## config.mk

```make
export PLATFORM = sky130hd
export DESIGN_NAME = instr_fetch
export DESIGN_NICKNAME = d
export VERILOG_FILES = /design/src/rtl/instr_fetch.sv
export SDC_FILE = /design/constraint.sdc
export NUM_CORES = 1
export LEC_CHECK = 0
export CAP_MARGIN = 20
export CORE_MARGIN = 2
export CORE_UTILIZATION = 54
export DETAILED_ROUTE_END_ITERATION = 12
export GPL_ROUTABILITY_DRIVEN = 0
export PLACE_DENSITY = 0.85
export SLEW_MARGIN = 20
export SYNTH_ARGS = -nofsm -noshare
export SYNTH_HDL_FRONTEND = slang
export SYNTH_SLANG_ARGS = --single-unit
```

## constraint.sdc

```tcl
create_clock -name clk -period 2.61 [get_ports clk]
set_input_delay 0.261 -clock clk [delete_from_list [all_inputs] [get_ports clk]]
set_output_delay 0.261 -clock clk [all_outputs]
set_load 0.03 [all_outputs]
```

## src/rtl/instr_fetch.sv

```systemverilog
// -----------------------------------------------------------------------------
// instr_fetch
//   Instruction fetch unit between the program counter and instruction memory.
//   Strobes the PC (pc_e), reads the settled PC (pc_in), fetches the word at
//   that address over a req/ack handshake, and queues {address, word} in a
//   small in-order buffer that decode drains with valid/ready. A jump flush
//   discards buffered and in-flight words, then issues the strobe that loads
//   the jump target (pc_e together with flush_ack).
//
// Ports
//   clk, rst            clock, asynchronous active-low reset
//   pc_in               current PC value
//   pc_e                PC advance strobe (registered, single-cycle pulse)
//   flush, flush_ack    jump request level / target-load acknowledge pulse
//   imem_req/addr       memory read request and registered address
//   imem_ack/rdata      memory read completion and data
//   ir_valid/data/pc    oldest buffered word and its address
//   ir_ready            decode accepts the oldest word
// -----------------------------------------------------------------------------
module instr_fetch #(
  parameter int ADDR_W = 16,
  parameter int DATA_W = 16,
  parameter int DEPTH  = 2
) (
  input  logic              clk,
  input  logic              rst,
  input  logic [ADDR_W-1:0] pc_in,
  output logic              pc_e,
  input  logic              flush,
  output logic              flush_ack,
  output logic              imem_req,
  output logic [ADDR_W-1:0] imem_addr,
  input  logic              imem_ack,
  input  logic [DATA_W-1:0] imem_rdata,
  output logic              ir_valid,
  output logic [DATA_W-1:0] ir_data,
  output logic [ADDR_W-1:0] ir_pc,
  input  logic              ir_ready
);

  // state  | meaning
  // SETTLE | strobes low, pc_in settling after a strobe or reset
  // HOLD   | buffer full, waiting for decode to pop
  // REQ    | memory request outstanding, push on ack
  // STEP   | pc_e pulse advancing the PC
  // DRAIN  | flush arrived mid-request, wait for ack and drop the data
  // JSTEP  | pc_e + flush_ack pulse loading the jump target

  localparam int PTR_W = $clog2(DEPTH);
  localparam int CNT_W = PTR_W + 1;
  localparam logic [CNT_W-1:0] FULL_CNT = CNT_W'(DEPTH);

  typedef enum logic [2:0] {SETTLE, HOLD, REQ, STEP, DRAIN, JSTEP} state_t;

  state_t            state_q, state_d;
  logic              pc_e_q, pc_e_d;
  logic              flush_ack_q, flush_ack_d;
  logic              imem_req_q, imem_req_d;
  logic [ADDR_W-1:0] imem_addr_q, imem_addr_d;

  logic [DATA_W-1:0] buf_data_q [DEPTH];
  logic [DATA_W-1:0] buf_data_d [DEPTH];
  logic [ADDR_W-1:0] buf_pc_q   [DEPTH];
  logic [ADDR_W-1:0] buf_pc_d   [DEPTH];
  logic [PTR_W-1:0]  wr_ptr_q, wr_ptr_d;
  logic [PTR_W-1:0]  rd_ptr_q, rd_ptr_d;
  logic [CNT_W-1:0]  count_q, count_d;

  logic has_space, push, pop;

  always_comb begin
    has_space = (count_q < FULL_CNT);
    state_d   = state_q;
    case (state_q)
      SETTLE: state_d = flush ? JSTEP : (has_space ? REQ : HOLD);
      HOLD: begin
        if (flush)          state_d = JSTEP;
        else if (has_space) state_d = REQ;
      end
      REQ: begin
        if (flush)         state_d = imem_ack ? JSTEP : DRAIN;
        else if (imem_ack) state_d = STEP;
      end
      STEP:    state_d = flush ? JSTEP : SETTLE;
      DRAIN:   if (imem_ack) state_d = JSTEP;
      JSTEP:   state_d = SETTLE;
      default: state_d = SETTLE;
    endcase

    // Outputs are decoded from the next state so they are flop outputs.
    pc_e_d      = (state_d == STEP) || (state_d == JSTEP);
    flush_ack_d = (state_d == JSTEP);
    imem_req_d  = (state_d == REQ) || (state_d == DRAIN);
    imem_addr_d = ((state_d == REQ) && (state_q != REQ)) ? pc_in : imem_addr_q;
  end

  // Flush wins over any push or pop in the same cycle.
  assign push = (state_q == REQ) && imem_ack && !flush;
  assign pop  = (count_q != '0) && ir_ready && !flush;

  always_comb begin
    buf_data_d = buf_data_q;
    buf_pc_d   = buf_pc_q;
    wr_ptr_d   = wr_ptr_q;
    rd_ptr_d   = rd_ptr_q;
    count_d    = count_q;
    if (flush) begin
      wr_ptr_d = '0;
      rd_ptr_d = '0;
      count_d  = '0;
    end else begin
      if (push) begin
        buf_data_d[wr_ptr_q] = imem_rdata;
        buf_pc_d[wr_ptr_q]   = imem_addr_q;
        wr_ptr_d             = wr_ptr_q + PTR_W'(1);
      end
      if (pop) rd_ptr_d = rd_ptr_q + PTR_W'(1);
      case ({push, pop})
        2'b10:   count_d = count_q + CNT_W'(1);
        2'b01:   count_d = count_q - CNT_W'(1);
        default: count_d = count_q;
      endcase
    end
  end

  always_ff @(posedge clk or negedge rst) begin
    if (!rst) begin
      state_q     <= SETTLE;
      pc_e_q      <= 1'b0;
      flush_ack_q <= 1'b0;
      imem_req_q  <= 1'b0;
      imem_addr_q <= '0;
      wr_ptr_q    <= '0;
      rd_ptr_q    <= '0;
      count_q     <= '0;
      for (int i = 0; i < DEPTH; i++) begin
        buf_data_q[i] <= '0;
        buf_pc_q[i]   <= '0;
      end
    end else begin
      state_q     <= state_d;
      pc_e_q      <= pc_e_d;
      flush_ack_q <= flush_ack_d;
      imem_req_q  <= imem_req_d;
      imem_addr_q <= imem_addr_d;
      wr_ptr_q    <= wr_ptr_d;
      rd_ptr_q    <= rd_ptr_d;
      count_q     <= count_d;
      buf_data_q  <= buf_data_d;
      buf_pc_q    <= buf_pc_d;
    end
  end

  assign pc_e      = pc_e_q;
  assign flush_ack = flush_ack_q;
  assign imem_req  = imem_req_q;
  assign imem_addr = imem_addr_q;
  assign ir_valid  = (count_q != '0);
  assign ir_data   = buf_data_q[rd_ptr_q];
  assign ir_pc     = buf_pc_q[rd_ptr_q];

endmodule
```

=== Yosys cells after proc, flatten, opt, wreduce, memory -nomap -nowiden ===
Cells that the tools add are included.

* Flip-flop bits (word level): 90
* Bits in latches: 0
* Memory bits (writable): 0
* Bits in read-only memories: 0
* Input bits: 37
* Output and inout port bits: 52
* Logic and storage cells: 75
* Memories: 0

* Add/subtract/negate cells: 4
* Multiply operators: 0
* Div/mod/pow operators: 0
* Order comparisons: 4
* Eq/ne operators: 11
* Shift operators: 0
* Mux-type cells: 26
* Bitwise logic cells: 3
* Reduce and logical (&&, ||, !) cells: 15

{| class="wikitable"
|+ Operators by type and width
! cell !! number
|-
| $mux 16 || 7
|-
| $bwmux 32 || 2
|-
| $mux 3 || 7
|-
| $demux 16 s1 || 1
|-
| $pmux 3 s5 || 1
|-
| $eq 3x2->1 const B || 4
|-
| $eq 3x3->1 const B || 3
|-
| $logic_and 1x1->1 || 6
|-
| $reduce_bool 2->1 || 3
|-
| $mux 1 || 5
|-
| $ge 2x2->1 const B || 2
|-
| $mux 2 || 2
|-
| $not 1->2 || 2
|-
| $pmux 2 s2 || 1
|-
| $eq 3x1->1 const B || 1
|-
| $logic_not 3->1 || 1
|-
| $ne 3x2->1 const B || 1
|-
| $reduce_bool 3->1 || 1
|-
| $add 1x1->1 const B || 2
|-
| $add 2x1->2 const B || 1
|-
| $eq 2x1->1 const B || 1
|-
| $eq 2x2->1 const B || 1
|-
| $logic_or 1x1->1 || 2
|-
| $lt 2x1->1 const B || 1
|-
| other kinds (5) || 5
|}

=== Depth between registers and ports, before layout ===
Gate-level depths: netlist of the first run.

* Depth after elaboration: 6
* Gate-level depth with buffers: 6

=== Least setup slack after synthesis of the first run ===
Ideal clock, no wire load.

* Path kind: register to register
* From: reg state_q[2]
* To: reg imem_addr_q[10] (netlist: imem_addr[10])
* Library setup time: 0.125 ns
* Arrival time: 1.492 ns
* Required time: 2.485 ns
* Slack: 0.994 ns
* Cell stages (with the launch flop): 5
* Path buffers: 2
* Path through: dfrtp_1 buf_2 nor4_4 buf_4 mux2_2

* Word-level cells in the longest chain between the ends: 5

{| class="wikitable"
|+ RTL lines
! what !! line !! text
|-
| start, declared || 55 || <nowiki>state_t state_q, state_d;</nowiki>
|-
| start signal, assigned || 141 || <nowiki>state_q <= state_d;</nowiki>
|-
| $mux 3, on equally long branches || 82, 78 ||
|-
| $mux 3, on equally long branches || 81, 77 ||
|-
| $pmux 3 s5 || 74 || <nowiki>case (state_q)</nowiki>
|-
| $eq 3x2->1 || 94 || <nowiki>imem_addr_d = ((state_d == REQ) && (state_q != REQ)) ? pc_in : imem_addr_q;</nowiki>
|-
| $logic_and 1x1->1 * || 94 ||
|-
| end signal, assigned || 145 || <nowiki>imem_addr_q <= imem_addr_d;</nowiki>
|-
| end, declared || 59 || <nowiki>logic [ADDR_W-1:0] imem_addr_q, imem_addr_d;</nowiki>
|}

Every way passes the cells marked *; elsewhere a longest branch is shown, timed or not.
A chain may end at the register's enable or synchronous reset.

=== Worst setup path after layout of the first run ===
* From: reg rd_ptr_q
* To: out ir_data[0]

* Word-level cells in the longest chain between the ends: 4

{| class="wikitable"
|+ RTL lines
! what !! line !! text
|-
| start, declared || 66 || <nowiki>logic [PTR_W-1:0] rd_ptr_q, rd_ptr_d;</nowiki>
|-
| start signal, assigned || 147 || <nowiki>rd_ptr_q <= rd_ptr_d;</nowiki>
|-
| $not 1->2 (not written as such) || 159 || <nowiki>assign ir_data = buf_data_q[rd_ptr_q];</nowiki>
|-
| $mux 16 (not written as such) (3 in a row) || 159 ||
|-
| end, declared || 36 || <nowiki>output logic [DATA_W-1:0] ir_data,</nowiki>
|}

No other way between the ends. The select of a mux whose other input is x is not followed.

==> impl_summary.md, run 1 <==
Timing
The worst clock skew is about 0.01 ns. The final max-slew violation count came to 0. The final sum of negative setup slack is 0 ns.

At the pin with the least slew margin, the transition time is 0.509 ns. Setup repair after global routing left no endpoint under its margin. The worst path in the final design needs a cycle of 2.23 ns, including I/O delays and setup. The normalized max-slew margin is 0.660.

The worst hold slack across all endpoints is approximately 0.43 ns. The number of failing hold endpoints at the final stage is 0. The maximum clock frequency is approximately 0.45 GHz. The final critical-path setup slack is ~0.38 ns.

Dividing the final minimum period by the clock period gives 0.854. The number of setup violations in the final report is 0.

Layout
After routing the design area is 5190 um^2. The proportion of layout cells with a drive suffix above 1 is 0.386. The number of nets in the layout is ~380.

Compared with the post-synthesis result, the final layout area differs by 30.0%. The number of cells in the finished layout apart from fillers is between 400 and 500. The number of antenna diodes in the final layout is 0. At the end of the flow the core is filled with cells to 0.720.

Clock tree
The TritonCTS clock tree is done. CTS built an H-tree with a depth of 3. The clock sink count is 90. The root buffer cell is sky130_fd_sc_hd__clkbuf_8.

The clock latency on the worst-skew pair is around 0.34 ns. The post-CTS setup buffer count is 0. The longest clock path from root to sink contains 2 buffers.

The TritonCTS buffer count is 9. The clock slew seen by the registers of the worst setup and hold paths is roughly 0.09 ns.

Synth
Counting flops with an async set or reset pin after synthesis yields a share of 1.00. A synthesized cell averages between 15 and 20 um^2. The share of synthesized area in the top cell type comes to 0.564. The synthesized netlist cell count is 254. The flop and latch count out of synthesis is 90. For this run, the number of Yosys warnings is 0. After synthesis, the cell types taking the most area are sky130_fd_sc_hd__dfrtp_1 (56%), sky130_fd_sc_hd__mux2_2 (23%), sky130_fd_sc_hd__mux2_4 (11%).

The cell type contributing the most total cell area after synthesis is sky130_fd_sc_hd__dfrtp_1. The number of enable flip-flop cells after synthesis is 0. The count of unique library cells instantiated by Yosys is 31. Of the synthesized area, sequential elements account for 0.564. The number of nets in the synthesized netlist is a little under 300. The leading register cell type out of synthesis is sky130_fd_sc_hd__dfrtp_1.

The netlist area before placement is approximately 4000 um^2.

Die
The floorplan die width is approximately 90 um. The floorplan step defined a die boundary enclosing approximately 8000 um^2. The initialized floorplan defines 31 standard-cell rows.

The floorplan step defined a core boundary enclosing 7210 um^2. The height of the die is 90.0 um. between 80 and 90 I/O pins were placed. The starting density of the core is 0.554.

Critical path
The nature of the critical path startpoint is a flip-flop. In this design, the largest share of critical-path delay is due to buffers and inverters. By startpoint and endpoint, the worst setup path is classified as reg2out. The data arrival time of the worst path is 1.97 ns. Counting both buffers and inverters, the worst setup path holds a total of 2. The slowest library cell on the worst path is sky130_fd_sc_hd__clkdlybuf4s50_1. Traced cell by cell, the critical path runs through buf_4 > mux2_2 > clkdlybuf4s50_1. The kind of capture point of the worst setup path is a primary output. At the worst endpoint, the required time is 2.35 ns. The largest incremental delay on the critical path is 0.60 ns. In this run the worst path has a maximum fanout of 20.

Detailed routing
In the final routed layout, each cell accounts on average for approximately 17 um. The violation count after the first detailed-routing iteration is between 50 and 60. The detailed-routing iteration count for the pre-antenna-repair pass is 4. For this block, the routed nets add up to between 7000 and 8000 um of wire. The count of nets left with antenna violations once routing finished came out at 0. The routed layout has 2,328 vias.

After detailed routing, the number of vias per cell comes to roughly 5.2. For this run, design rule violations remaining after detail routing come to 0.

Pwr
The combinational cell fraction of total power is 0.444. VDD sags by at most slightly below 0.0007 V. For this design the static power due to leakage is between 2 and 2.5 nW. The post-layout total power is approximately 5.7 mW. The share of total power dissipated in the clock network is 0.178.

The sequential group share of total power is 0.379. Of the total power, the share spent switching nets is 0.354. Summed over all nets, the switching power comes to roughly 2 mW. Dividing total power by cell area gives a power density of roughly 1100 nW/um^2. The internal power of the cells totals roughly 3.7 mW.

Worst hold path
The worst hold-check path type is in2async.

Place
In this run the tool buffered the top-level ports with between 80 and 90 buffer cells. The cell area after placement is 4970 um^2. The pre-CTS worst setup slack is around 0.49 ns. The final HPWL from detailed placement is around 5200 um. Counting tap cells, the placed design contains a total of approximately 430 instances.

Global route
For this run, the total global-route usage over all layers was measured as 0.194. The wire length of the first global-routing pass is around 13,000 um. The number of global-route vias before repair was 2,515.

The number of antenna violations at the first check in global routing is 0. Entering global routing, the biggest net connects 52 pins. Global routing finished with a remaining overflow of 0.

Run status
The flow ran to the end, and the final reports show no timing, DRC or antenna violations.

Run
The number of maximum-capacitance violations is 0.
==> repair_timing <==
item | 4_1_cts | 5_1_grt
hold buffers | 1 | 0
gates resized for setup | 0 | 0
hold endpoints to repair | 39 | 0
==> sequential cells by signal, indices dropped and copies added, names as in the netlist <==
register / flops
buf_pc_q: 32
state_q: 3
buf_data_q: 32
imem_req: 1
rd_ptr_q: 1
flush_ack: 1
wr_ptr_q: 1
pc_e: 1
imem_addr: 16
count_q: 2
==> layout by cell type (no fill, tap or decap), types with 3 or more instances in the layout <==
master / Yosys / final
sky130_fd_sc_hd__buf_4: 2 / 7
sky130_fd_sc_hd__clkbuf_1: 6 / 3
sky130_fd_sc_hd__dfrtp_1: 90 / 90
sky130_fd_sc_hd__clkdlybuf4s50_1: 0 / 87
sky130_fd_sc_hd__mux2_4: 30 / 30
sky130_fd_sc_hd__o21ai_0: 3 / 3
sky130_fd_sc_hd__mux2_2: 80 / 80
sky130_fd_sc_hd__nor2_1: 6 / 6
sky130_fd_sc_hd__clkbuf_8: 0 / 9
sky130_fd_sc_hd__nand2b_1: 3 / 3
==> power by group through the flow <==
stage	registers [mW]	clock network (mW)	logic, mW
6_report	2.14	1.00	2.51
5_1_grt	2.21	1.10	2.63
4_1_cts	2.15	1.03	2.54
3_5_place_dp	2.18	0	2.53
3_3_place_gp	2.15	0	2.48
2_1_floorplan	2.38	0	1.32
==> layout make-up <==
| type | count | area, um^2 |
|---|---|---|
| sequential | 90 | 2250 |
| fill | 508 | 2020 |
| multi-input combinational | 149 | 1630 |
| timing repair buffer | 97 | 973 |
| clock buffer | 12 | 135 |
| tap | 99 | 124 |
| clock inverter | 4 | 76.3 |
==> per-layer routing <==
metal  track usage  up-vias  part of all wire
li1              -     1090                 -
met5             0        -                 0
met4        0.0577        0             0.010
met2         0.321       52              0.50
met3        0.0310        7             0.027
met1         0.266     1179              0.46
==> synthesized netlist by cell type (2+ instances only) <==
cell / count
sky130_fd_sc_hd__buf_4: 2
sky130_fd_sc_hd__buf_6: 6
sky130_fd_sc_hd__clkbuf_1: 6
sky130_fd_sc_hd__dfrtp_1: 90
sky130_fd_sc_hd__mux2_1: 2
sky130_fd_sc_hd__mux2_2: 80
sky130_fd_sc_hd__mux2_4: 30
sky130_fd_sc_hd__nand2_1: 2
sky130_fd_sc_hd__nand2b_1: 3
sky130_fd_sc_hd__nor2_1: 6
sky130_fd_sc_hd__nor2b_1: 2
sky130_fd_sc_hd__nor3_1: 2
sky130_fd_sc_hd__o21a_1: 2
sky130_fd_sc_hd__o21ai_0: 3
sky130_fd_sc_hd__xor2_1: 2
==> cell families (layout without fill, tap and decap cells) <==
logic type / count (synthesis) / after routing / share of synthesized area
multiplexers: 112 / 112 / 0.344
flip-flops: 90 / 90 / 0.564
AND/OR/NAND/NOR: 24 / 24 / 0.0416
buffers and inverters: 15 / 113 / 0.0275
AO/OA/AOI/OAI: 10 / 10 / 0.0169
XOR/XNOR: 3 / 3 / 0.00658
==> worst paths after layout <==
| check | cells past startpoint | end | from | slack [ns] |
|---|---|---|---|---|
| max in group asynchronous | 3 | buf_pc_q[13]$_DFFE_PN0P_ | rst | 1.52 |
| min in group clk | 1 | buf_pc_q[20]$_DFFE_PN0P_ | buf_pc_q[20]$_DFFE_PN0P_ | 0.50 |
| worst min-delay path | 2 | buf_data_q[26]$_DFFE_PN0P_ | rst | 0.43 |
| worst max register to register | 4 | buf_pc_q[15]$_DFFE_PN0P_ | state_q[2]$_DFF_PN0_ | 0.73 |
| worst min register to register | 1 | buf_pc_q[20]$_DFFE_PN0P_ | buf_pc_q[20]$_DFFE_PN0P_ | 0.50 |
| worst max-delay path | 3 | ir_data[0] | rd_ptr_q$_DFFE_PN0P_ | 0.38 |
No activity file was read; power rests on OpenSTA's default activity.
==> run 2: changes to the inputs <==
CORE_UTILIZATION = 40   (was 54)
PLACE_DENSITY = 0.66   (was 0.85)
SKIP_LAST_GASP = 1   (was not set)
clock period = 2.35 ns   (was 2.61 ns; I/O delays follow)
==> run 2 against run 1 <==
Combinational power rose by 11%. Worst setup slack got worse by 0.20 ns. Clock skew barely moved. Core utilization fell by 18 points. Sequential share of layout area fell by 0.36 points. Critical path type unchanged. Critical endpoint is now ir_data[5].
==> impl_summary.md, run 2 (synthesized netlist as in run 1, its figures left out) <==
Detailed routing
For this block, the via count after detailed routing is around 2,300. In this run, the number of DRC markers left after iteration 0 of detailed routing was 50. The number of nets with antenna violations after detailed routing is 0.

Summed over all layers, the routed wires come to about 7600 um. The total DRC errors in the routed layout is 0. For this run, the detailed router's first-pass iteration total came to 4.

Dividing the detail-routed wire length by the instance count gives approximately 16 um. After detailed routing, the number of vias per cell comes to roughly 4.8.

Pwr
The static leakage is between 2 and 2.5 nW. In this run the power spent charging and discharging nets is around 2.3 mW. The clock share of power is 0.173. Cell internal power was estimated by the tool at 3.97 mW. The sequential group share of total power is 0.381. Power spread over the standard cell area amounts to approximately 1200 nW/um^2. The fraction of power spent switching nets is 0.362. The combinational cell fraction of total power is 0.446. VDD sags by at most ~0.00067 V.

Timing
Across all setup checks in the final design, the least slack found is ~0.18 ns. Of the available clock period, the critical path in the final layout requires 0.924. Measured against its own limit, the worst slew margin works out to 0.650. Setup violations remaining at the end of the flow were counted as 0.

The minimum period implied by the final worst setup slack is approximately 2.2 ns. The final sum of negative setup slack is 0 ns. The number of failing hold endpoints at the final stage is 0. For the pin with the worst max-slew slack, the measured transition is 0.525 ns. Setup repair after global routing left no endpoint under its margin.

The final max-slew violation count is 0. Clock skew on the completed layout was measured at ~0.010 ns. The maximum clock frequency is 0.460 GHz.

Critical path
Along the worst path, the maximum fanout reaches 26. The reg2reg setup slack is a little under 0.6 ns. The worst setup path category is reg2out. For the worst setup path, the data arrival time is between 1.5 and 2 ns. The kind of capture point of the worst setup path is a primary output.

STA puts the critical path data required time at about 2.1 ns. The nature of the critical path startpoint is a flip-flop.

Layout
The library cell used most frequently in the layout, excluding fill and tap cells, is sky130_fd_sc_hd__dfrtp_1. Once layout is complete, the utilization of the core stands at 0.538. In the final layout, the share of cells above drive strength 1 is 0.398. The number of antenna diodes is 0. In the layout the commonest cells are sky130_fd_sc_hd__dfrtp_1 (90), sky130_fd_sc_hd__clkdlybuf4s50_1 (86), sky130_fd_sc_hd__mux2_2 (80). The number of nets in the layout is around 380. Once layout is done, the placed cells without fillers occupy 5240 um^2. The area added between synthesis and finish is 31.1%.

Die
The die is 104 um tall. The total I/O pin count is 89. The die footprint is around 11,000 um^2. For this configuration, the core starts out at a cell density of 0.411.

The number of cell rows is 36. The core region is 9730 um^2. The floorplan die width is approximately 100 um.

Clock tree
The TritonCTS buffer count is 9. Once the clock tree was built, the resizer swapped 0 gates to a different size. The root buffer cell is sky130_fd_sc_hd__clkbuf_8.

The clock latency on the worst-skew pair is roughly 0.35 ns. The H-tree was split into 3 levels. The post-CTS setup buffer count is 0. TritonCTS built the clock tree. The hold-fix buffer count after cts is 1. The clock slew seen by the registers of the worst setup and hold paths is roughly 0.09 ns.

The clock sink count is 90. The maximum buffer depth of the clock tree is 2.

Global route
The number of antenna violations at the first check in global routing is 0. Entering global routing, the biggest net connects 53 pins. The global router's overall resource usage is 0.147.

The residual overflow from global routing is 0. The number of global-route vias before repair is 2,397. The first global-routing pass estimated roughly 13,000 um of wire.

Place
The count of buffers from port buffering is between 80 and 90. Detailed placement finished with a half-perimeter wire length of 4910 um. The cell area after placement is 5030 um^2. The pre-CTS worst setup slack is about 0.37 ns.

Worst hold path
In this run the worst hold path is classified as in2async.

Run
Max-cap violations in this run came to 0.

Run status
The flow ran to the end, and the final reports show no timing, DRC or antenna violations.
## run 2: cell types whose count changed in the layout (fill, tap and decap cells not counted), sizes merged
cell	before	now
clkdlybuf4s50	87	86
buf	9	10
inv	0	1
clkinv	1	3
clkbuf	12	10
bufinv	2	1
## run 2: worst paths after layout
check,from,endpoint,cells past startpoint
max,rd_ptr_q$_DFFE_PN0P_,ir_data[5],3
min,rst,buf_data_q[9]$_DFFE_PN0P_,2
max reg2reg,state_q[2]$_DFF_PN0_,buf_pc_q[14]$_DFFE_PN0P_,4
min reg2reg,buf_pc_q[21]$_DFFE_PN0P_,buf_pc_q[21]$_DFFE_PN0P_,1
max in group asynchronous,rst,buf_data_q[27]$_DFFE_PN0P_,3
min in group clk,pc_in[11],imem_addr[11]$_DFFE_PN0P_,2
## run 2: critical path, stage by stage, from the launching register on
cell and delay (ns):
sky130_fd_sc_hd__dfrtp_1 0.40, sky130_fd_sc_hd__buf_12 0.22, sky130_fd_sc_hd__mux2_2 0.36, sky130_fd_sc_hd__clkdlybuf4s50_1 0.61
## run 2: area by class of cell
type | instances | area (um^2)
clock buffer | 10 | 138
clock inverter | 6 | 65.1
fill | 868 | 4490
multi-input combinational | 149 | 1630
sequential | 90 | 2250
tap | 133 | 166
timing repair buffer | 97 | 983
## run 2: routing by layer
metal  routed length, um  share of wire  global-route usage
met2                3790           0.50               0.238
met1                3380           0.45               0.191
met3                 289          0.038              0.0476
met5                   0              0                   0
met4                  98          0.013              0.0405
## run 2: power groups by stage
| stage | Clock (mW) | Combinational (mW) | Sequential [mW] |
|---|---|---|---|
| finish | 1.08 | 2.78 | 2.37 |
| global route | 1.19 | 2.91 | 2.45 |
| CTS | 1.12 | 2.81 | 2.38 |
| detailed placement | 0 | 2.80 | 2.42 |
| global placement | 0 | 2.78 | 2.40 |
| floorplan | 0 | 1.46 | 2.64 |
## run 2: per-stage QoR
step	power, mW	instances	hold slack [ns]
detailed placement	5.21	468	0.247
floorplan	4.10	254	-0.0606
global placement	5.18	468	0.241
global route	6.55	485	0.430
finish	6.22	485	0.406
CTS	6.32	485	0.391
